## config.mk

```make
export PLATFORM = sky130hd
export DESIGN_NAME = seg7_scan_driver
export DESIGN_NICKNAME = d
export VERILOG_FILES = /design/src/rtl/seg7_pkg.sv /design/src/rtl/seg7_char_decode.sv /design/src/rtl/seg7_scan_driver.sv
export SDC_FILE = /design/constraint.sdc
export NUM_CORES = 1
export LEC_CHECK = 0
export CAP_MARGIN = 10
export CORE_ASPECT_RATIO = 0.6
export CORE_UTILIZATION = 30
export CTS_CLUSTER_DIAMETER = 150
export DETAILED_ROUTE_END_ITERATION = 7
export GPL_TIMING_DRIVEN = 1
export HOLD_SLACK_MARGIN = 0.06
export RECOVER_POWER = 100
export SKIP_LAST_GASP = 1
export SLEW_MARGIN = 20
export SYNTH_ARGS = -nofsm -noshare
export SYNTH_HDL_FRONTEND = slang
export SYNTH_SLANG_ARGS = --single-unit
```

## constraint.sdc

```tcl
create_clock -name clk -period 2.4 [get_ports clk]
set_input_delay 0.48 -clock clk [delete_from_list [all_inputs] [get_ports clk]]
set_output_delay 0.48 -clock clk [all_outputs]
set_load 0.05 [all_outputs]
```

## src/rtl/seg7_pkg.sv

```systemverilog
// Shared constants and character map for the seg7 scan driver.
// Codes 0-9 are digits; A-F are glyphs G, b, U, blank, F and dash.
package seg7_pkg;

    localparam int NUM_DIGITS = 6;

    localparam logic [3:0] CH_G     = 4'hA;
    localparam logic [3:0] CH_B     = 4'hB;
    localparam logic [3:0] CH_U     = 4'hC;
    localparam logic [3:0] CH_BLANK = 4'hD;
    localparam logic [3:0] CH_F     = 4'hE;
    localparam logic [3:0] CH_DASH  = 4'hF;

    localparam logic [23:0] BLANK_WORD = 24'hDDDDDD;

    // Segment pattern gfedcba, active-low, for one character code.
    function automatic logic [6:0] seg7_decode(input logic [3:0] code);
        logic [6:0] seg;
        unique case (code)
            4'h0:     seg = 7'h40;
            4'h1:     seg = 7'h79;
            4'h2:     seg = 7'h24;
            4'h3:     seg = 7'h30;
            4'h4:     seg = 7'h19;
            4'h5:     seg = 7'h12;
            4'h6:     seg = 7'h02;
            4'h7:     seg = 7'h78;
            4'h8:     seg = 7'h00;
            4'h9:     seg = 7'h10;
            CH_G:     seg = 7'h42;
            CH_B:     seg = 7'h03;
            CH_U:     seg = 7'h41;
            CH_BLANK: seg = 7'h7F;
            CH_F:     seg = 7'h0E;
            CH_DASH:  seg = 7'h3F;
            default:  seg = 7'h7F;
        endcase
        return seg;
    endfunction

endpackage

```

## src/rtl/seg7_char_decode.sv

```systemverilog
// Combinational character decoder for the currently scanned digit.
// Pure lookup; the caller selects which code is presented.
module seg7_char_decode
    import seg7_pkg::*;
(
    input  logic [3:0] i_code,
    output logic [6:0] o_seg_n
);

    // Map the selected code to its active-low segment pattern.
    always_comb begin
        o_seg_n = seg7_decode(i_code);
    end

endmodule

```

## src/rtl/seg7_scan_driver.sv

```systemverilog
// Frame-snapshot, multiplexed six-digit common-anode 7-segment driver.
// Optional build macro: SEG7_LEADING_ZERO_BLANK_EN (suppress leading zeros).
module seg7_scan_driver
    import seg7_pkg::*;
#(
    parameter int REFRESH_DIV = 50000,
    parameter int ON_CYCLES   = 50000,
    parameter int DP_POS      = 3
) (
    input  logic        clk,
    input  logic        rst,
    input  logic [25:0] disp_word,
    output logic [6:0]  seg_n,
    output logic        dp_n,
    output logic [5:0]  an_n,
    output logic        frame_start
);

    localparam int CNT_W = (REFRESH_DIV > 2) ? $clog2(REFRESH_DIV) : 1;
    localparam logic [CNT_W-1:0] SLOT_LAST = CNT_W'(REFRESH_DIV - 1);
    localparam logic [CNT_W:0]   ON_LIM    = (CNT_W+1)'(ON_CYCLES);
    localparam logic [2:0]       DIG_LAST  = 3'(NUM_DIGITS - 1);
    localparam logic [2:0]       DP_IDX    = 3'(DP_POS);

    logic [CNT_W-1:0] r_slot_cnt;
    logic [2:0]       r_digit_idx;
    logic [23:0]      r_snap;
    logic             r_dp_en;
    logic [6:0]       r_seg_n;
    logic             r_dp_n;
    logic [5:0]       r_an_n;
    logic             r_frame_start;

    logic             w_slot_end;
    logic             w_frame_end;
    logic             w_lit;
    logic [3:0]       w_code_raw;
    logic [3:0]       w_code_sel;
    logic [6:0]       w_seg_n;
    logic [5:0]       w_an_sel;
    logic             w_unused_bit;

    assign w_unused_bit = disp_word[24];

    assign w_slot_end  = (r_slot_cnt == SLOT_LAST);
    assign w_frame_end = w_slot_end && (r_digit_idx == DIG_LAST);
    assign w_lit       = ({1'b0, r_slot_cnt} < ON_LIM);
    assign w_code_raw  = r_snap[{r_digit_idx, 2'b00} +: 4];
    assign w_an_sel    = ~(6'b000001 << r_digit_idx);

`ifdef SEG7_LEADING_ZERO_BLANK_EN
    logic [5:0] w_suppress;
    logic       w_above_blank;

    // A zero left of the decimal-point digit goes dark while everything
    // above it is also zero or blank.
    always_comb begin
        w_suppress    = '0;
        w_above_blank = 1'b1;
        for (int k = NUM_DIGITS - 1; k >= 0; k--) begin
            if (k > DP_POS && r_snap[4*k +: 4] == 4'h0 && w_above_blank)
                w_suppress[k] = 1'b1;
            w_above_blank = w_above_blank &&
                (r_snap[4*k +: 4] == 4'h0 || r_snap[4*k +: 4] == CH_BLANK);
        end
    end

    assign w_code_sel = w_suppress[r_digit_idx] ? CH_BLANK : w_code_raw;
`else
    assign w_code_sel = w_code_raw;
`endif

    seg7_char_decode u_decode (
        .i_code  (w_code_sel),
        .o_seg_n (w_seg_n)
    );

    // Slot timer and digit scan position.
    always_ff @(posedge clk or posedge rst) begin
        if (rst) begin
            r_slot_cnt  <= '0;
            r_digit_idx <= '0;
        end else if (w_slot_end) begin
            r_slot_cnt  <= '0;
            r_digit_idx <= (r_digit_idx == DIG_LAST) ? 3'd0 : r_digit_idx + 3'd1;
        end else begin
            r_slot_cnt  <= r_slot_cnt + 1'b1;
        end
    end

    // Capture the display word only at the frame boundary to avoid tearing.
    always_ff @(posedge clk or posedge rst) begin
        if (rst) begin
            r_snap  <= BLANK_WORD;
            r_dp_en <= 1'b0;
        end else if (w_frame_end) begin
            r_snap  <= disp_word[23:0];
            r_dp_en <= disp_word[25];
        end
    end

    // Register pin outputs one cycle behind the scan position.
    always_ff @(posedge clk or posedge rst) begin
        if (rst) begin
            r_seg_n       <= 7'h7F;
            r_dp_n        <= 1'b1;
            r_an_n        <= 6'h3F;
            r_frame_start <= 1'b0;
        end else begin
            r_seg_n       <= w_seg_n;
            r_dp_n        <= ~(r_dp_en && (r_digit_idx == DP_IDX));
            r_an_n        <= w_lit ? w_an_sel : 6'h3F;
            r_frame_start <= (r_digit_idx == 3'd0) && (r_slot_cnt == '0);
        end
    end

    assign seg_n       = r_seg_n;
    assign dp_n        = r_dp_n;
    assign an_n        = r_an_n;
    assign frame_start = r_frame_start;

endmodule

```

After elaboration in Yosys (flattened, before gate mapping):

Memory sizes are Yosys's and may differ from the RTL's. A register that Yosys moved wholly into a read port is not among the register bits.
Cells that the tools add are included.

* $add $sub $neg: 2
* multipliers: 0
* divide/modulo/power cells: 0
* order comparisons: 1
* equal/unequal tests: 3
* shift-type cells: 2
* multiplexer cells: 3
* bitwise gates (word level): 2
* reduce and logical (&&, ||, !) cells: 5

Operators by type and width (number)
* 24-bit by 6-bit variable part select with 4-bit output: 1
* 16-bit by 1-bit adder with 16-bit output, second input constant: 1
* 16-bit equality test, second input constant: 1
* 16-bit zero test: 1
* 16-bit < comparator, second input constant: 1
* 16-bit 2-to-1 mux: 1
* 6-bit 2-to-1 mux: 1
* 6-bit inverter: 1
* 1-bit by 3-bit << shifter with 6-bit output, first input constant: 1
* 3-bit by 1-bit adder with 3-bit output, second input constant: 1
* 3-bit by 2-bit equality test with 1-bit output, second input constant: 1
* 3-bit equality test, second input constant: 1
* 1-bit logical AND: 3
* 3-bit zero test: 1
* 3-bit 2-to-1 mux: 1
* 1-bit inverter: 1

* register bits: 52
* bits in latches: 0
* RAM bits: 0
* bits in read-only memories: 112
* input bits: 28
* output and inout port bits: 15
* word-level logic and storage cells: 26
* memories: 1

Memory list
* (name not given): words 16, bits a word 7, read ports 1, clocked after memory_dff 1, write ports 0, line seg7_pkg.sv:19 `unique case (code)`

Longest topological paths before layout:

Gate-level depths: netlist (run 1).

* depth after elaboration: 3
* gate-level depth with buffers: 10

By module:

A second synthesis (run 1) with hierarchy kept.

* cell total of the unflattened synthesis: 229
* area total of the unflattened synthesis: 2797.7 µm²

Modules (own cells, without submodules)
* seg7_scan_driver: instances 1, cells an instance 192, area each 2544.9 µm², sequential area each 1516.5 µm²
* seg7_char_decode: instances 1, cells an instance 37, area each 252.7 µm², sequential area each 0.0 µm²

Worst setup path after synthesis (run 1):

OpenSTA, ideal clock, no wires.

* path type: flip-flop to flip-flop
* from: reg r_slot_cnt[13]
* to: reg r_dp_en
* arrival time: 2.341 ns
* data required time: 2.275 ns
* path slack: -0.066 ns
* cell stages (with the launch flop): 7
* path buffers: 1
* cells stage by stage: dfrtp_1 > or4_1 > or4_4 > nor4_4 > nand2_2 > buf_6 > mux2_4

* word-level cells in the longest chain between the ends: 2

Ends and longest elaborated chain
* start, declared: line seg7_scan_driver.sv:25 `logic [CNT_W-1:0] r_slot_cnt;`
* start signal, assigned: line seg7_scan_driver.sv:87 `r_slot_cnt <= r_slot_cnt + 1'b1;`
* 16-bit equality test: line seg7_scan_driver.sv:45 `assign w_slot_end = (r_slot_cnt == SLOT_LAST);`
* 1-bit logical AND: line seg7_scan_driver.sv:46 `assign w_frame_end = w_slot_end && (r_digit_idx == DIG_LAST);`
* end signal, assigned: line seg7_scan_driver.sv:98 `r_dp_en <= disp_word[25];`
* end, declared: line seg7_scan_driver.sv:28 `logic r_dp_en;`

No other way between the ends.
A chain may end at the register's enable or synchronous reset.

Worst setup path in the final report (run 1):

* from: reg r_slot_cnt[13]
* to: reg r_snap[5]

* word-level cells in the longest chain between the ends: 2

Ends and longest elaborated chain
* 16-bit equality test: line seg7_scan_driver.sv:45
* 1-bit logical AND: line seg7_scan_driver.sv:46
* end signal, assigned: line seg7_scan_driver.sv:97 `r_snap <= disp_word[23:0];`
* end, declared: line seg7_scan_driver.sv:27 `logic [23:0] r_snap;`

No other way between the ends.

==> results of run 1 <==
==> cell families (layout without fill, tap and decap cells) <==
| kind of cell | after synthesis | count (layout) | synth area share |
|---|---|---|---|
| multiplexers | 41 | 41 | 0.181 |
| buffers and inverters | 19 | 82 | 0.0306 |
| AND/OR/NAND/NOR | 69 | 69 | 0.125 |
| AO/OA/AOI/OAI | 23 | 23 | 0.0520 |
| flip-flops | 59 | 59 | 0.529 |
| adder cells (fa/ha/maj) | 9 | 9 | 0.0393 |
| XOR/XNOR | 14 | 14 | 0.0428 |
==> through the flow <==
stage               utilization  cell area [um2]
detailed placement        0.382             3520
CTS                       0.414             3820
finish                    0.413             3810
global route              0.413             3810
global placement          0.382             3520
floorplan                     -             2870
==> worst reg2reg max path, stage by stage (launching register included) <==
cell     delay (ns)
dfrtp_1        0.37
or4_4          0.55
or4_4          0.45
nor4_4         0.19
nand2_2        0.10
buf_12         0.19
mux2_4         0.32
==> routing by layer <==
layer,vias to the layer above,wire length (um),track usage
li1,939,-,-
met1,952,3350,0.218
met2,58,2310,0.177
met3,9,431,0.0517
met4,0,96,0.0529
met5,-,0,0
==> flip-flops by register name, indices dropped and copies added (netlist names) <==
name / count
seg_n: 7
r_slot_cnt: 16
r_dp_en: 1
an_n: 6
r_digit_idx: 3
r_snap: 24
dp_n: 1
frame_start: 1
==> where the power goes <==
| group | total, mW | switching [mW] | internal, mW |
|---|---|---|---|
| clock | 1.27 | 0.414 | 0.857 |
| sequential | 1.07 | 0.0151 | 1.05 |
| combinational | 0.220 | 0.112 | 0.109 |
==> cell usage in the layout (no fill, tap or decap), drive strengths merged <==
cell type / Yosys / layout
clkdlybuf4s50: 0 / 40
dfstp: 32 / 32
dfrtp: 27 / 27
mux2: 27 / 27
nor2: 21 / 21
clkbuf: 4 / 15
mux2i: 14 / 14
nand2: 14 / 14
buf: 4 / 13
inv: 11 / 11
ha: 9 / 9
nand3: 7 / 7
o22ai: 7 / 7
xnor2: 7 / 7
xor2: 7 / 7
nor4: 7 / 7
o21ai: 5 / 5
nand4: 4 / 4
nor3: 3 / 3
nand2b: 2 / 2
or4: 2 / 2
a211oi: 2 / 2
a21oi: 2 / 2
or3: 2 / 2
and3: 2 / 2
or2: 2 / 2
o21bai: 1 / 1
a211o: 1 / 1
o31ai: 1 / 1
o211ai: 1 / 1
and2: 1 / 1
nor4b: 1 / 1
nor2b: 1 / 1
a22o: 1 / 1
a21boi: 1 / 1
a21o: 1 / 1
bufinv: 0 / 1
clkinv: 0 / 1
dlygate4sd3: 0 / 1
==> cell type report <==
cell class / count / share of cell area
multi-input combinational: 156 / 0.332
clock inverter: 2 / 0.00919
clock buffer: 14 / 0.0692
sequential: 59 / 0.398
timing repair buffer: 55 / 0.138
tap: 130 / 0.0427
inverter: 11 / 0.0108
==> worst max-delay path by stage <==
stage          slack, ns  depth (start not counted)            from         end
2_1_floorplan       0.07                          6  r_slot_cnt[13]     r_dp_en
3_3_place_gp        0.12                          6  r_slot_cnt[13]  r_snap[17]
3_5_place_dp        0.07                          6  r_slot_cnt[13]   r_snap[5]
4_1_cts             0.06                          6  r_slot_cnt[13]   r_snap[9]
5_1_grt            -0.01                          6  r_slot_cnt[13]   r_snap[5]
6_report            0.11                          6  r_slot_cnt[13]   r_snap[5]
==> reports/summary.md, run 1 <==
- **synth cell count leaders** 32 x dfstp_2, 27 x dfrtp_1, 21 x nor2_1
- **Routed wire per std cell** 14.5 um
- **result of the run** completed
- **cell area power density** 671 mW/mm2
- **Peak Freq** 436 MHz
- **clock tree root buffer cell** clkbuf_16
- **Net Count, Synth** 271
- **slack of the critical path** 0.106 ns
- **antenna cell count** 0
- **worst hold path class** reg -> reg
- **data arrival time of the worst path** 2.50 ns
- **total congestion overflow after global routing** 0
- **# H-tree levels** 3
- **filler cell count in the final layout** 868
- **leakage power total** 1.66 nW
- **register cell area after layout** 0.00152 mm2
- **Netlist Area Pre-Place** 0.00287 mm2
- **number of flops mapped to enable cells by yosys** 0
- **number of buffers created by CTS** 9
- **sink of the worst hold path** dp_n
- **critical path required time** 2.61 ns
- **Synthesis Warnings** 0
- **area added between synthesis and finish** 33.1%
- **Core Region** 0.00922 mm2
- **setup-violating endpoint count in the final report** 0
- **Iter 0 DRT Violations** 100
- **post-CTS setup-driven buffer insertion count** 0
- **area fraction of the dominant cell type after synthesis** 0.293
- **first-pass GRT wire length** 10,400 um
- **final critical delay including setup and external delays** 2.29 ns
- **number of flip-flops and latches in the synthesized netlist** 59
- **most common flop cell mapped by yosys** dfstp_2
- **final hold violation count** 0
- **Multi-input gate area** 0.00126 mm2
- **number of cells produced by synthesis** 234
- **unrepaired setup endpoints after global routing** true
- **most frequent cell on the critical path** or4_4
- **Max FO, Critical Path** 25
- **count of cells along the worst hold path** 1
- **TritonCTS clock tree** yes
- **final instance count without filler cells** 427
- **Crit Reg-Reg Endpoint** r_snap[5]
- **nature of the critical path endpoint** flip-flop
- **global-route total usage across every layer** 0.143
- **synth top area cells** dfstp_2 29%, dfrtp_1 24%, mux2_4 10%
- **kind of cell adding the most delay to the critical path** simple AND/OR/NAND/NOR gates
- **DP Worst Slack** 0.0736 ns
- **DIE WIDTH** 128 um
- **worst IR drop on VDD** 0.359 mV
- **# DRC** 0
- **post-synthesis cell type count** 42
- **dominant cell by count in the synthesized netlist** dfstp_2
- **CTS Hold Bufs** 0
- **slowest stage delay, CP** 0.55 ns
- **ordered cell list for the critical path** or4_4, or4_4, nor4_4, nand2_2, buf_12, mux2_4
- **post-route worst hold slack** 0.395 ns
- **startpoint of the worst register-to-register path** r_slot_cnt[13]
- **largest area contributor in the synthesized netlist** dfstp_2
- **antenna violations before repair** 0
- **Worst-Margin Slew** 0.907 ns
- **number of nets at the end of the flow** 329
- **Routed WL** 6190 um
- **cells on worst reg2reg path** 6
- **Hold Startpoint** r_dp_en
- **final number of max-transition violations** 0
- **worst rel slew slack** 0.394
- **standard-cell rows** 27
- **number of cells after detailed placement** 411
- **Worst Setup Path Type** reg -> reg
- **MaxCap Viol Count** 0
- **clock slew seen by the registers of the worst setup and hold paths** 0.05 ns
- **Synth async-reset ratio** 1.00
- **RD Place Congestion** 0.869
- **share of final-layout standard cells stronger than drive strength 1** 0.306
- **length of the first detailed-routing pass in iterations** 4
- **slowest cell on the critical path** or4_4
- **Fin Clk Skew** 0.00602 ns
- **summed negative setup slack over all endpoints** 0 ns
- **number of global-route vias before repair** 1,942
- **via count normalized by instance count** 4.59
- **number of ports placed on the die boundary** 43
- **overall power after layout** 2.56 mW
- **combined buffer and inverter count along the critical path** 1
- **total number of vias** 1,958
- **minimum setup slack among reg-to-reg paths** 0.11 ns
- **Avg Cell Area, Syn** 12.2 um2
- **portion of the post-synthesis area used by sequential elements** 0.529
- **clock tree sinks** 59
- **post-CTS resize count** 0
- **Port Buffer Count** 41
- **source-to-sink clock delay at the later pin of the worst-skew pair** 0.32 ns
- **full die area** 0.00996 mm2
- **Final ANT Viol Nets** 0
- **detailed-placement wirelength estimate** 4510 um
- **startpoint type of the worst setup path** flip-flop
- **CTS Buffer Depth** 2
- **crit share post-route** 0.956
- **starting density of the core** 0.311
- **die height** 77.7 um
- **pin count of the biggest net entering global routing** 37
(Power assumes the default switching activity.)
==> inputs of run 2 (changes only) <==
CTS_BUF_LIST = sky130_fd_sc_hd__clkbuf_4 sky130_fd_sc_hd__clkbuf_8   (was default)
==> run 2 against run 1 <==
Effect of this change: register-to-register slack about the same; sequential share of layout area grew 0.83 points; maximum frequency hardly changed; combinational power about the same; count of clock-buffer cells in the layout unchanged; clock power is 26% lower; first-iteration DRC count rose by 48%; worst setup slack lost 0.0013 ns; total power decreased by 13%; via count shrank 1.0%; critical path type unchanged; critical endpoint unchanged; largest power group is now registers.
==> reports/summary.md, run 2 (synthesized netlist as in run 1, its figures left out) <==
- **result of the run** completed
- **worst rel slew slack** 0.357
- **Hold Startpoint** r_dp_en
- **data arrival time of the worst path** 2.53 ns
- **number of flip-flops under the largest register name** 24
- **filler cell count in the final layout** 883
- **antenna cell count** 0
- **Iter 0 DRT Violations** 148
- **summed negative setup slack over all endpoints** 0 ns
- **Worst-Margin Slew** 0.964 ns
- **register cell area after layout** 0.00152 mm2
- **number of cells after detailed placement** 411
- **starting density of the core** 0.311
- **share of total power in sequential cells** 0.478
- **Worst Setup Path Type** reg -> reg
- **pin count of the biggest net entering global routing** 37
- **relative contribution of the clock network to total power** 0.422
- **number of buffers created by CTS** 9
- **ordered cell list for the critical path** or4_4, or4_4, nor4_4, nand2_2, buf_12, mux2_4
- **# H-tree levels** 3
- **number of global-route vias before repair** 1,916
- **clock tree sinks** 59
- **DIE WIDTH** 128 um
- **leading cell types in the layout, fill and taps excluded** 40 x clkdlybuf4s50_1, 32 x dfstp_2, 27 x dfrtp_1, 21 x nor2_1, 20 x mux2_4
- **Multi-input gate area** 0.00126 mm2
- **cell-internal power** 1.73 mW
- **area added between synthesis and finish** 30.3%
- **most frequent cell on the critical path** or4_4
- **kind of cell adding the most delay to the critical path** simple AND/OR/NAND/NOR gates
- **final core occ** 0.405
- **cell area power density** 596 mW/mm2
- **slowest cell on the critical path** or4_4
- **Peak Freq** 436 MHz
- **startpoint type of the worst setup path** flip-flop
- **final hold violation count** 0
- **nature of the critical path endpoint** flip-flop
- **number of nets at the end of the flow** 329
- **via count normalized by instance count** 4.54
- **leakage power total** 1.63 nW
- **critical path required time** 2.63 ns
- **total congestion overflow after global routing** 0
- **standard-cell rows** 27
- **final number of max-transition violations** 0
- **Core Region** 0.00922 mm2
- **# DRC** 0
- **antenna violations before repair** 0
- **RD Place Congestion** 0.869
- **TritonCTS clock tree** yes
- **die height** 77.7 um
- **net load switching power** 497 uW
- **final instance count without filler cells** 427
- **Port Buffer Count** 41
- **largest reg by FF count** r_snap
- **Routed wire per std cell** 14.5 um
- **first-pass GRT wire length** 10,300 um
- **critical path startpoint** r_slot_cnt[13]
- **clock tree root buffer cell** clkbuf_8
- **startpoint of the worst register-to-register path** r_slot_cnt[13]
- **slowest stage delay, CP** 0.55 ns
- **most common library cell in the layout ignoring fill and taps** clkdlybuf4s50_1
- **share of total power consumed by net switching** 0.223
- **source-to-sink clock delay at the later pin of the worst-skew pair** 0.35 ns
- **Max FO, Critical Path** 25
- **total number of vias** 1,938
- **worst IR drop on VDD** 0.250 mV
- **unrepaired setup endpoints after global routing** true
- **CTS Hold Bufs** 0
- **post-CTS setup-driven buffer insertion count** 0
- **crit share post-route** 0.957
- **Routed WL** 6200 um
- **final critical delay including setup and external delays** 2.30 ns
- **Fin Clk Skew** 0.00744 ns
- **Comb pwr share** 0.100
- **MaxCap Viol Count** 0
- **combined buffer and inverter count along the critical path** 1
- **global-route total usage across every layer** 0.141
- **full die area** 0.00996 mm2
- **setup-violating endpoint count in the final report** 0
- **detailed-placement wirelength estimate** 4510 um
- **Final ANT Viol Nets** 0
- **share of final-layout standard cells stronger than drive strength 1** 0.316
- **worst hold path class** reg -> reg
- **clock slew seen by the registers of the worst setup and hold paths** 0.06 ns
- **length of the first detailed-routing pass in iterations** 4
- **number of ports placed on the die boundary** 43
- **CTS Buffer Depth** 2
==> run 2: cell types whose count changed in the layout (fill, tap and decap cells not counted), sizes merged <==
cell    previous run  this run
buf               13        14
clkbuf            15        14
==> run 2: metal layers <==
| layer | track usage | vias up | wire length, um |
|---|---|---|---|
| li1 | - | 932 | - |
| met1 | 0.220 | 946 | 3400 |
| met2 | 0.169 | 55 | 2300 |
| met3 | 0.0600 | 5 | 443 |
| met4 | 0.0353 | 0 | 55 |
| met5 | 0 | - | 0 |
==> run 2: final cells by class <==
| cell class | count | area share |
|---|---|---|
| flip-flops and latches | 59 | 0.406 |
| clock inverters | 2 | 0.00938 |
| inverters | 11 | 0.0111 |
| clock buffers | 14 | 0.0466 |
| multi-input cells | 156 | 0.339 |
| well taps | 130 | 0.0436 |
| repair buffers | 55 | 0.145 |
==> run 2: worst register-to-register path: stages (launching register included) <==
cell	delay [ns]
dfrtp_1	0.38
or4_4	0.55
or4_4	0.45
nor4_4	0.19
nand2_2	0.10
buf_12	0.19
mux2_4	0.32
==> run 2: power groups by stage <==
stage	logic [mW]	registers, mW	clock network [mW]
after floorplan	0.0861	1.12	0
after global placement	0.222	1.08	0
after detailed placement	0.225	1.08	0
after CTS	0.226	1.06	0.978
after global routing	0.241	1.07	1.03
final	0.223	1.06	0.939
==> run 2: final timing paths <==
kind	to	slack [ns]	cells after the start
worst max-delay path	r_snap[5]	0.10	6
worst min-delay path	dp_n	0.40	1
worst max register to register	r_snap[5]	0.10	6
worst min register to register	dp_n	0.40	1
max in group asynchronous	an_n[4]	0.83	3
min in group asynchronous	r_snap[21]	0.80	2
==> run 2: metrics by stage <==
step / total power, mW / hold slack, ns / setup WS (ns) / cell area, um2
2_1_floorplan: 1.21 / 0.372 / 0.0665 / 2870
3_3_place_gp: 1.30 / 0.391 / 0.124 / 3520
3_5_place_dp: 1.31 / 0.393 / 0.0736 / 3520
4_1_cts: 2.27 / 0.400 / 0.0622 / 3730
5_1_grt: 2.34 / 0.434 / -0.00972 / 3730
6_report: 2.23 / 0.397 / 0.104 / 3730
==> run 2: repair_timing <==
item,4_1_cts,5_1_grt
gates resized for setup,0,1
hold endpoints to repair,0,0
setup endpoints to repair,0,21
